$ cat src/rtl/ib_trace_arbiter_if.sv
// ---------------------------------------------------------------------------
// ib_trace_arbiter_if
// Bundles the trace-source handshake and the input-buffer write port of the
// trace arbiter.
//   src_valid/src_eof/src_vector : beats offered by each trace source
//   src_ready                    : per-source accept (valid & ready)
//   ib_deq                       : buffer popped one entry this cycle
//   ib_enqueue/ib_eof/ib_vector  : registered write into the input buffer
// Modports: slave = arbiter view, master = probe/buffer side view.
// ---------------------------------------------------------------------------
interface ib_trace_arbiter_if #(
    parameter int N          = 8,
    parameter int DATA_WIDTH = 32,
    parameter int NUM_SRC    = 2
);
    logic [NUM_SRC-1:0]                          src_valid;
    logic [NUM_SRC-1:0]                          src_eof;
    logic [NUM_SRC-1:0][N-1:0][DATA_WIDTH-1:0]   src_vector;
    logic [NUM_SRC-1:0]                          src_ready;
    logic                                        ib_deq;
    logic                                        ib_enqueue;
    logic                                        ib_eof;
    logic [N-1:0][DATA_WIDTH-1:0]                ib_vector;

    modport slave (
        input  src_valid, src_eof, src_vector, ib_deq,
        output src_ready, ib_enqueue, ib_eof, ib_vector
    );

    modport master (
        output src_valid, src_eof, src_vector, ib_deq,
        input  src_ready, ib_enqueue, ib_eof, ib_vector
    );
endinterface

$ cat src/rtl/ib_trace_arbiter.sv
// ---------------------------------------------------------------------------
// ib_trace_arbiter
// Shares the input buffer between NUM_SRC trace sources. Arbitrates once per
// frame, holds the owner until its eof beat is accepted, tracks free buffer
// entries so the buffer is never written while full, and owns the trace
// enable / priority-mode config register.
// Ports:
//   clk, rst_n   : clock, async active-low reset
//   bus          : source handshake + buffer write port (slave modport)
//   config_id    : config address, register loads when it equals CFG_ID
//   config_data  : [0]=trace_en [1]=prio_mode (0 round-robin, 1 fixed src0)
//   ib_tracing   : current trace_en
//   grant_id     : owner of the current / last frame
//   credits      : free buffer entries (0..IB_DEPTH-1)
//
// state | meaning
// IDLE  | no owner; arbitrate when tracing and any source valid
// BUSY  | owner streams beats, back to IDLE on accepted eof
// DRAIN | tracing dropped mid-frame; owner finishes its frame, then IDLE
// ---------------------------------------------------------------------------
module ib_trace_arbiter #(
    parameter int         N          = 8,
    parameter int         DATA_WIDTH = 32,
    parameter int         IB_DEPTH   = 4,
    parameter int         NUM_SRC    = 2,
    parameter logic [7:0] CFG_ID     = 8'd1,
    localparam int        PTR_W      = $clog2(NUM_SRC),
    localparam int        CRED_W     = $clog2(IB_DEPTH) + 1
) (
    input  logic                 clk,
    input  logic                 rst_n,
    ib_trace_arbiter_if.slave    bus,
    input  logic [7:0]           config_id,
    input  logic [7:0]           config_data,
    output logic                 ib_tracing,
    output logic [PTR_W-1:0]     grant_id,
    output logic [CRED_W-1:0]    credits
);

    localparam logic [CRED_W-1:0] MAX_CRED = CRED_W'(IB_DEPTH - 1);

    typedef enum logic [1:0] {
        IDLE  = 2'd0,
        BUSY  = 2'd1,
        DRAIN = 2'd2
    } state_t;

    state_t                        state, state_nxt;
    logic                          trace_en;
    logic                          prio_mode;
    logic [PTR_W-1:0]              rr_ptr;
    logic [PTR_W-1:0]              grant_nxt;
    logic [PTR_W-1:0]              winner;
    logic                          found;
    int                            idx;
    logic [NUM_SRC-1:0]            ready;
    logic                          accept;
    logic                          acc_eof;
    logic                          enq_q;
    logic                          eof_q;
    logic [N-1:0][DATA_WIDTH-1:0]  vec_q;
    logic                          unused_cfg;

    assign unused_cfg     = ^config_data[7:2];
    assign ib_tracing     = trace_en;
    assign bus.src_ready  = ready;
    assign bus.ib_enqueue = enq_q;
    assign bus.ib_eof     = eof_q;
    assign bus.ib_vector  = vec_q;

    // Winner selection: fixed mode takes the lowest valid index, round-robin
    // scans upward from rr_ptr with wrap.
    always_comb begin
        winner = '0;
        found  = 1'b0;
        idx    = 0;
        if (prio_mode) begin
            for (int i = 0; i < NUM_SRC; i++) begin
                if (!found && bus.src_valid[i]) begin
                    winner = PTR_W'(i);
                    found  = 1'b1;
                end
            end
        end else begin
            for (int i = 0; i < NUM_SRC; i++) begin
                idx = int'(rr_ptr) + i;
                if (idx >= NUM_SRC) idx = idx - NUM_SRC;
                if (!found && bus.src_valid[idx]) begin
                    winner = PTR_W'(idx);
                    found  = 1'b1;
                end
            end
        end
    end

    always_comb begin
        state_nxt = state;
        grant_nxt = grant_id;
        ready     = '0;
        accept    = 1'b0;
        acc_eof   = 1'b0;
        case (state)
            IDLE: begin
                if (trace_en && found) begin
                    grant_nxt = winner;
                    state_nxt = BUSY;
                end
            end
            BUSY, DRAIN: begin
                // Ready is masked at zero credits so the buffer never overflows.
                if (bus.src_valid[grant_id] && (credits != '0)) begin
                    ready[grant_id] = 1'b1;
                    accept          = 1'b1;
                    acc_eof         = bus.src_eof[grant_id];
                end
                if (acc_eof) begin
                    state_nxt = IDLE;
                end else if (state == BUSY && !trace_en) begin
                    state_nxt = DRAIN;
                end else if (state == DRAIN && trace_en) begin
                    state_nxt = BUSY;
                end
            end
            default: state_nxt = IDLE;
        endcase
    end

    always_ff @(posedge clk or negedge rst_n) begin
        if (!rst_n) begin
            state     <= IDLE;
            trace_en  <= 1'b0;
            prio_mode <= 1'b0;
            rr_ptr    <= '0;
            grant_id  <= '0;
            credits   <= MAX_CRED;
        end else begin
            state    <= state_nxt;
            grant_id <= grant_nxt;
            if (acc_eof) begin
                rr_ptr <= (grant_id == PTR_W'(NUM_SRC - 1)) ? '0 : grant_id + 1'b1;
            end
            if (config_id == CFG_ID) begin
                trace_en  <= config_data[0];
                prio_mode <= config_data[1];
            end
            // Simultaneous accept and pop leaves the count unchanged; a pop
            // while already at the maximum is ignored.
            case ({accept, bus.ib_deq})
                2'b10:   credits <= credits - 1'b1;
                2'b01:   if (credits != MAX_CRED) credits <= credits + 1'b1;
                default: credits <= credits;
            endcase
        end
    end

    always_ff @(posedge clk or negedge rst_n) begin
        if (!rst_n) begin
            enq_q <= 1'b0;
            eof_q <= 1'b0;
            vec_q <= '0;
        end else begin
            enq_q <= accept;
            eof_q <= acc_eof;
            if (accept) vec_q <= bus.src_vector[grant_id];
        end
    end

endmodule

$ cat src/flat_wrapper.sv
// flat-port wrapper written by rule: the top's interface ports become plain ports
module ib_trace_arbiter_flat 
#(
    parameter int         N          = 8,
    parameter int         DATA_WIDTH = 32,
    parameter int         IB_DEPTH   = 4,
    parameter int         NUM_SRC    = 2,
    parameter logic [7:0] CFG_ID     = 8'd1,
    localparam int        PTR_W      = $clog2(NUM_SRC),
    localparam int        CRED_W     = $clog2(IB_DEPTH) + 1
)
  (clk, rst_n, config_id, config_data, ib_tracing, grant_id, credits, bus_src_valid, bus_src_eof, bus_src_vector, bus_ib_deq, bus_src_ready, bus_ib_enqueue, bus_ib_eof, bus_ib_vector);
  ib_trace_arbiter_if #(.N(N), .DATA_WIDTH(DATA_WIDTH), .NUM_SRC(NUM_SRC)) bus_i ();
  input  logic clk;
  input  logic rst_n;
  input  logic [7:0] config_id;
  input  logic [7:0] config_data;
  output logic ib_tracing;
  output logic [PTR_W-1:0] grant_id;
  output logic [CRED_W-1:0] credits;
  input wire logic [$bits(bus_i.src_valid)-1:0] bus_src_valid;
  input wire logic [$bits(bus_i.src_eof)-1:0] bus_src_eof;
  input wire logic [$bits(bus_i.src_vector)-1:0] bus_src_vector;
  input wire logic [$bits(bus_i.ib_deq)-1:0] bus_ib_deq;
  output wire logic [$bits(bus_i.src_ready)-1:0] bus_src_ready;
  output wire logic [$bits(bus_i.ib_enqueue)-1:0] bus_ib_enqueue;
  output wire logic [$bits(bus_i.ib_eof)-1:0] bus_ib_eof;
  output wire logic [$bits(bus_i.ib_vector)-1:0] bus_ib_vector;
  assign bus_i.src_valid = bus_src_valid;
  assign bus_i.src_eof = bus_src_eof;
  assign bus_i.src_vector = bus_src_vector;
  assign bus_i.ib_deq = bus_ib_deq;
  assign bus_src_ready = bus_i.src_ready;
  assign bus_ib_enqueue = bus_i.ib_enqueue;
  assign bus_ib_eof = bus_i.ib_eof;
  assign bus_ib_vector = bus_i.ib_vector;
  ib_trace_arbiter #(.N(N), .DATA_WIDTH(DATA_WIDTH), .IB_DEPTH(IB_DEPTH), .NUM_SRC(NUM_SRC), .CFG_ID(CFG_ID)) u_core (.clk(clk), .rst_n(rst_n), .bus(bus_i), .config_id(config_id), .config_data(config_data), .ib_tracing(ib_tracing), .grant_id(grant_id), .credits(credits));
endmodule
$ cat config.mk
export PLATFORM = sky130hd
export DESIGN_NAME = ib_trace_arbiter_flat
export DESIGN_NICKNAME = d
export VERILOG_FILES = /design/src/rtl/ib_trace_arbiter_if.sv /design/src/rtl/ib_trace_arbiter.sv /design/src/flat_wrapper.sv
export SDC_FILE = /design/constraint.sdc
export NUM_CORES = 1
export LEC_CHECK = 0
export CAP_MARGIN = 20
export CELL_PAD_IN_SITES_DETAIL_PLACEMENT = 0
export CELL_PAD_IN_SITES_GLOBAL_PLACEMENT = 1
export CORE_AREA = 5 5 310 312
export DETAILED_ROUTE_END_ITERATION = 6
export DIE_AREA = 0 0 315 317
export DONT_BUFFER_PORTS = 1
export MAX_ROUTING_LAYER = met4
export PLACE_DENSITY_LB_ADDON = 0.1
export SLEW_MARGIN = 10
export SYNTH_ARGS = -nofsm -noshare
export SYNTH_HDL_FRONTEND = slang
export SYNTH_SLANG_ARGS = --single-unit
$ cat constraint.sdc
create_clock -name clk -period 5.5 [get_ports clk]
set_input_delay 1.1 -clock clk [delete_from_list [all_inputs] [get_ports clk]]
set_output_delay 1.1 -clock clk [all_outputs]
set_load 0.005 [all_outputs]
==> results.toml <==
[detailed_routing]
vias_per_cell = 3.471
dr_total_vias = 8414
drt_iter0_markers = 254
post_route_ant_nets = 0
drt_pre_antenna_iters = 4
routed_wire_length_per_instance_um = 20.46
drc_errors = 0
detail_route.wirelength_um = 49600

[clocking]
cts.repair.resized = 0
ctsRootBufferMaster = "sky130_fd_sc_hd__clkbuf_16"
tritoncts = "built"
htreeDepth = 2
clkLatencyLatePin_ns = 0.54
ctsHoldBuffers = 0
clk_path_buf_depth = 3
clkTransAtPathRegs_ns = 0.05
post_cts.repair.setup_buffers = 0
cts_inserted_buffers = 38
clock-sinks = 267

[min_path]
timing.hold.worst.class = "input pin to async pin"

[layout]
final_stage_net_count = 1685
drive_gt1_share_pct = 23.68
area_growth_syn_to_layout_pct = 16.51
nFillCells = 10330
num_antenna_cells = 0
finalCoreUtilization_pct = 16.70
final_cells = 2424

[global_route]
first_pass_grt_wire_length_um = 66070
antenna_found_initial = 0
grt.overflow.total = 0
grt.total_usage_pct = 9.396
largest_net_degree_at_the_start_of_global_routing = 268
first_global_vias = 8836

[logic_synthesis]
synth_adder_area_share_pct = 0.5268
postSynthNetCount = 1726
synth-main-ff-cell = "sky130_fd_sc_hd__dfrtp_1"
post_synth_mux_area_share_pct = 19.92
synth.cell_area_um2 = 13300
ys_top_cells_by_area = "sky130_fd_sc_hd__dfrtp_1 (50%), sky130_fd_sc_hd__mux2i_1 (19%), sky130_fd_sc_hd__o21ai_2 (7.2%)"
synth_edf_count = 0
yosys-top-cells-count = "sky130_fd_sc_hd__dfrtp_1 (265), sky130_fd_sc_hd__mux2i_1 (259), sky130_fd_sc_hd__nand2_1 (161)"
synth-seq-area-share_pct = 50.25
synth_warnings = 0
synth.avg_cell_area_um2 = 11.21
post-synth-top-count-cell = "sky130_fd_sc_hd__dfrtp_1"
synth_seq_cells = 267
async_flop_share_pct = 100.0
netlist-cell-type-count = 44
yosysTopAreaCell = "sky130_fd_sc_hd__dfrtp_1"
synth-simple-area-share_pct = 10.26
synth_top_area_share_pct = 49.86
main_combinational_cell_family_by_area_after_synthesis = "multiplexers"
post_synth_inst_count = 1186
post_synth_xor_area_fraction_pct = 0.06585
synth_compound_gate_area_share_pct = 13.57

[placed_design]
place.detailed.hpwl_um = 37540
gpl.final_weighted_congestion = 0.6934
placed_cells_incl_taps = 2358
io_buffer_count = 0

[timing]
report.final.setup_viol = 0
timing_worst_slew_pin_value_ns = 1.089
timing.slew.headroom_pct = 27.39
final.setup.tns_ns = 0
timing.fmax_mhz = 249.6
finalHoldViolations = 0
period_minus_slack_ns = 4.006
skew_ns = 0.01390
period_share_pct = 72.83
timing.final.max_slew_violations = 0
grt_setup_unrepaired = "no"

[die]
coreArea_um2 = 92770
row_count = 112
initial_core_util_pct = 14.34
io_pins = 800
die_y_um = 317
die-area_um2 = 99860
die_width_um = 315

[flow_run]
drv_cap = 0

[pwr]
cellLeakagePower_nw = 6.427
power.total_mw = 10.07
peakVddDrop_mv = 0.3877
power.density_cell_area_nw_per_um2 = 649.7

[status]
run_status = "finished clean"

[setup_path]
timing.critical_path.from_type = "flop"
reg2reg_setup_slack_ns = 2.54
arrival_ns = 2.91
crit_path_max_fanout = 47
timing.critical_path.to_type = "output pin"
critical_path_required_ns = 4.40
critPathKind = "flop to output pin"
## registers in the layout, indices dropped and copies added, names as in the netlist
register               cells
u_core.bus.ib_vector     256
u_core.credits             3
u_core.state               2
u_core.bus.ib_enqueue      1
u_core.bus.ib_eof          1
u_core.grant_id            1
u_core.ib_tracing          1
u_core.prio_mode           1
u_core.rr_ptr              1
## report_power, final
| part | total (mW) | switching, mW | internal [mW] |
|---|---|---|---|
| Combinational | 3.54 | 2.10 | 1.44 |
| Sequential | 4.12 | 1.17 | 2.95 |
| Clock | 2.41 | 0.942 | 1.47 |
## logic make-up after synthesis
group	after synthesis
buffers and inverters	94
AND/OR/NAND/NOR	281
XOR/XNOR	1
flip-flops	267
multiplexers	264
AO/OA/AOI/OAI	274
adder cells (fa/ha/maj)	5
## critical path, cell delays in order, from the launching register on
cell                      delay [ns]
sky130_fd_sc_hd__dfrtp_4        0.94
sky130_fd_sc_hd__mux2_1         0.29
sky130_fd_sc_hd__nand3_4        0.47
sky130_fd_sc_hd__inv_2          0.32
sky130_fd_sc_hd__and2_1         0.34
## per-stage QoR
step / hold WS (ns) / setup slack, ns / cell area (µm²)
after detailed placement: 0.5032 / 1.914 / 14270
final: 0.2619 / 1.494 / 15500
after global routing: 0.2109 / 1.231 / 15500
after floorplan: 0.4697 / 2.354 / 13300
after global placement: 0.5015 / 1.923 / 14270
after CTS: 0.1999 / 1.300 / 15470
## layout by cell type (no fill, tap or decap), types with 2 or more instances in the layout
cell,count
sky130_fd_sc_hd__mux2_2,4
sky130_fd_sc_hd__a31oi_1,2
sky130_fd_sc_hd__buf_12,4
sky130_fd_sc_hd__dfrtp_1,264
sky130_fd_sc_hd__inv_1,5
sky130_fd_sc_hd__o21ai_1,80
sky130_fd_sc_hd__nor2_1,4
sky130_fd_sc_hd__clkinv_2,3
sky130_fd_sc_hd__ha_1,4
sky130_fd_sc_hd__o21ai_2,110
sky130_fd_sc_hd__nand2_1,161
sky130_fd_sc_hd__mux2i_1,259
sky130_fd_sc_hd__nor3_1,3
sky130_fd_sc_hd__clkbuf_16,41
sky130_fd_sc_hd__a21oi_1,4
sky130_fd_sc_hd__clkbuf_8,5
sky130_fd_sc_hd__nand2b_1,3
sky130_fd_sc_hd__o21ai_0,72
sky130_fd_sc_hd__nand2_2,100
sky130_fd_sc_hd__buf_4,2
sky130_fd_sc_hd__dfstp_2,2
sky130_fd_sc_hd__clkbuf_1,15
## per-layer routing
| metal | GRT usage, % | wire (µm) | vias to the layer above |
|---|---|---|---|
| li1 | - | - | 4075 |
| met1 | 9.443 | 16640 | 3822 |
| met2 | 16.85 | 26320 | 460 |
| met3 | 3.923 | 5562 | 57 |
| met4 | 2.552 | 1073 | 0 |
| met5 | - | 0 | - |
## cell type report
class	count	area [µm²]	share of cell area [%]
inverters	6	22.52	0.1453
flip-flops and latches	267	6688	43.16
repair buffers	7	122.6	0.7913
well taps	1254	1569	10.13
clock inverters	4	45.04	0.2907
multi-input cells	825	5898	38.06
clock buffers	61	1151	7.428
## worst paths after layout
path	endpoint	startpoint	cells past startpoint
min in group clk	u_core.bus.ib_vector[0]	u_core.bus.ib_vector[0]	2
hold reg to reg	u_core.bus.ib_vector[0]	u_core.bus.ib_vector[0]	2
setup / recovery	bus_src_ready[1]	u_core.grant_id	4
hold / removal	u_core.bus.ib_vector[35]	rst_n	0
setup reg to reg	u_core.bus.ib_vector[252]	u_core.grant_id	5
max in group asynchronous	u_core.grant_id	rst_n	0
No activity file was read; power rests on OpenSTA's default activity.
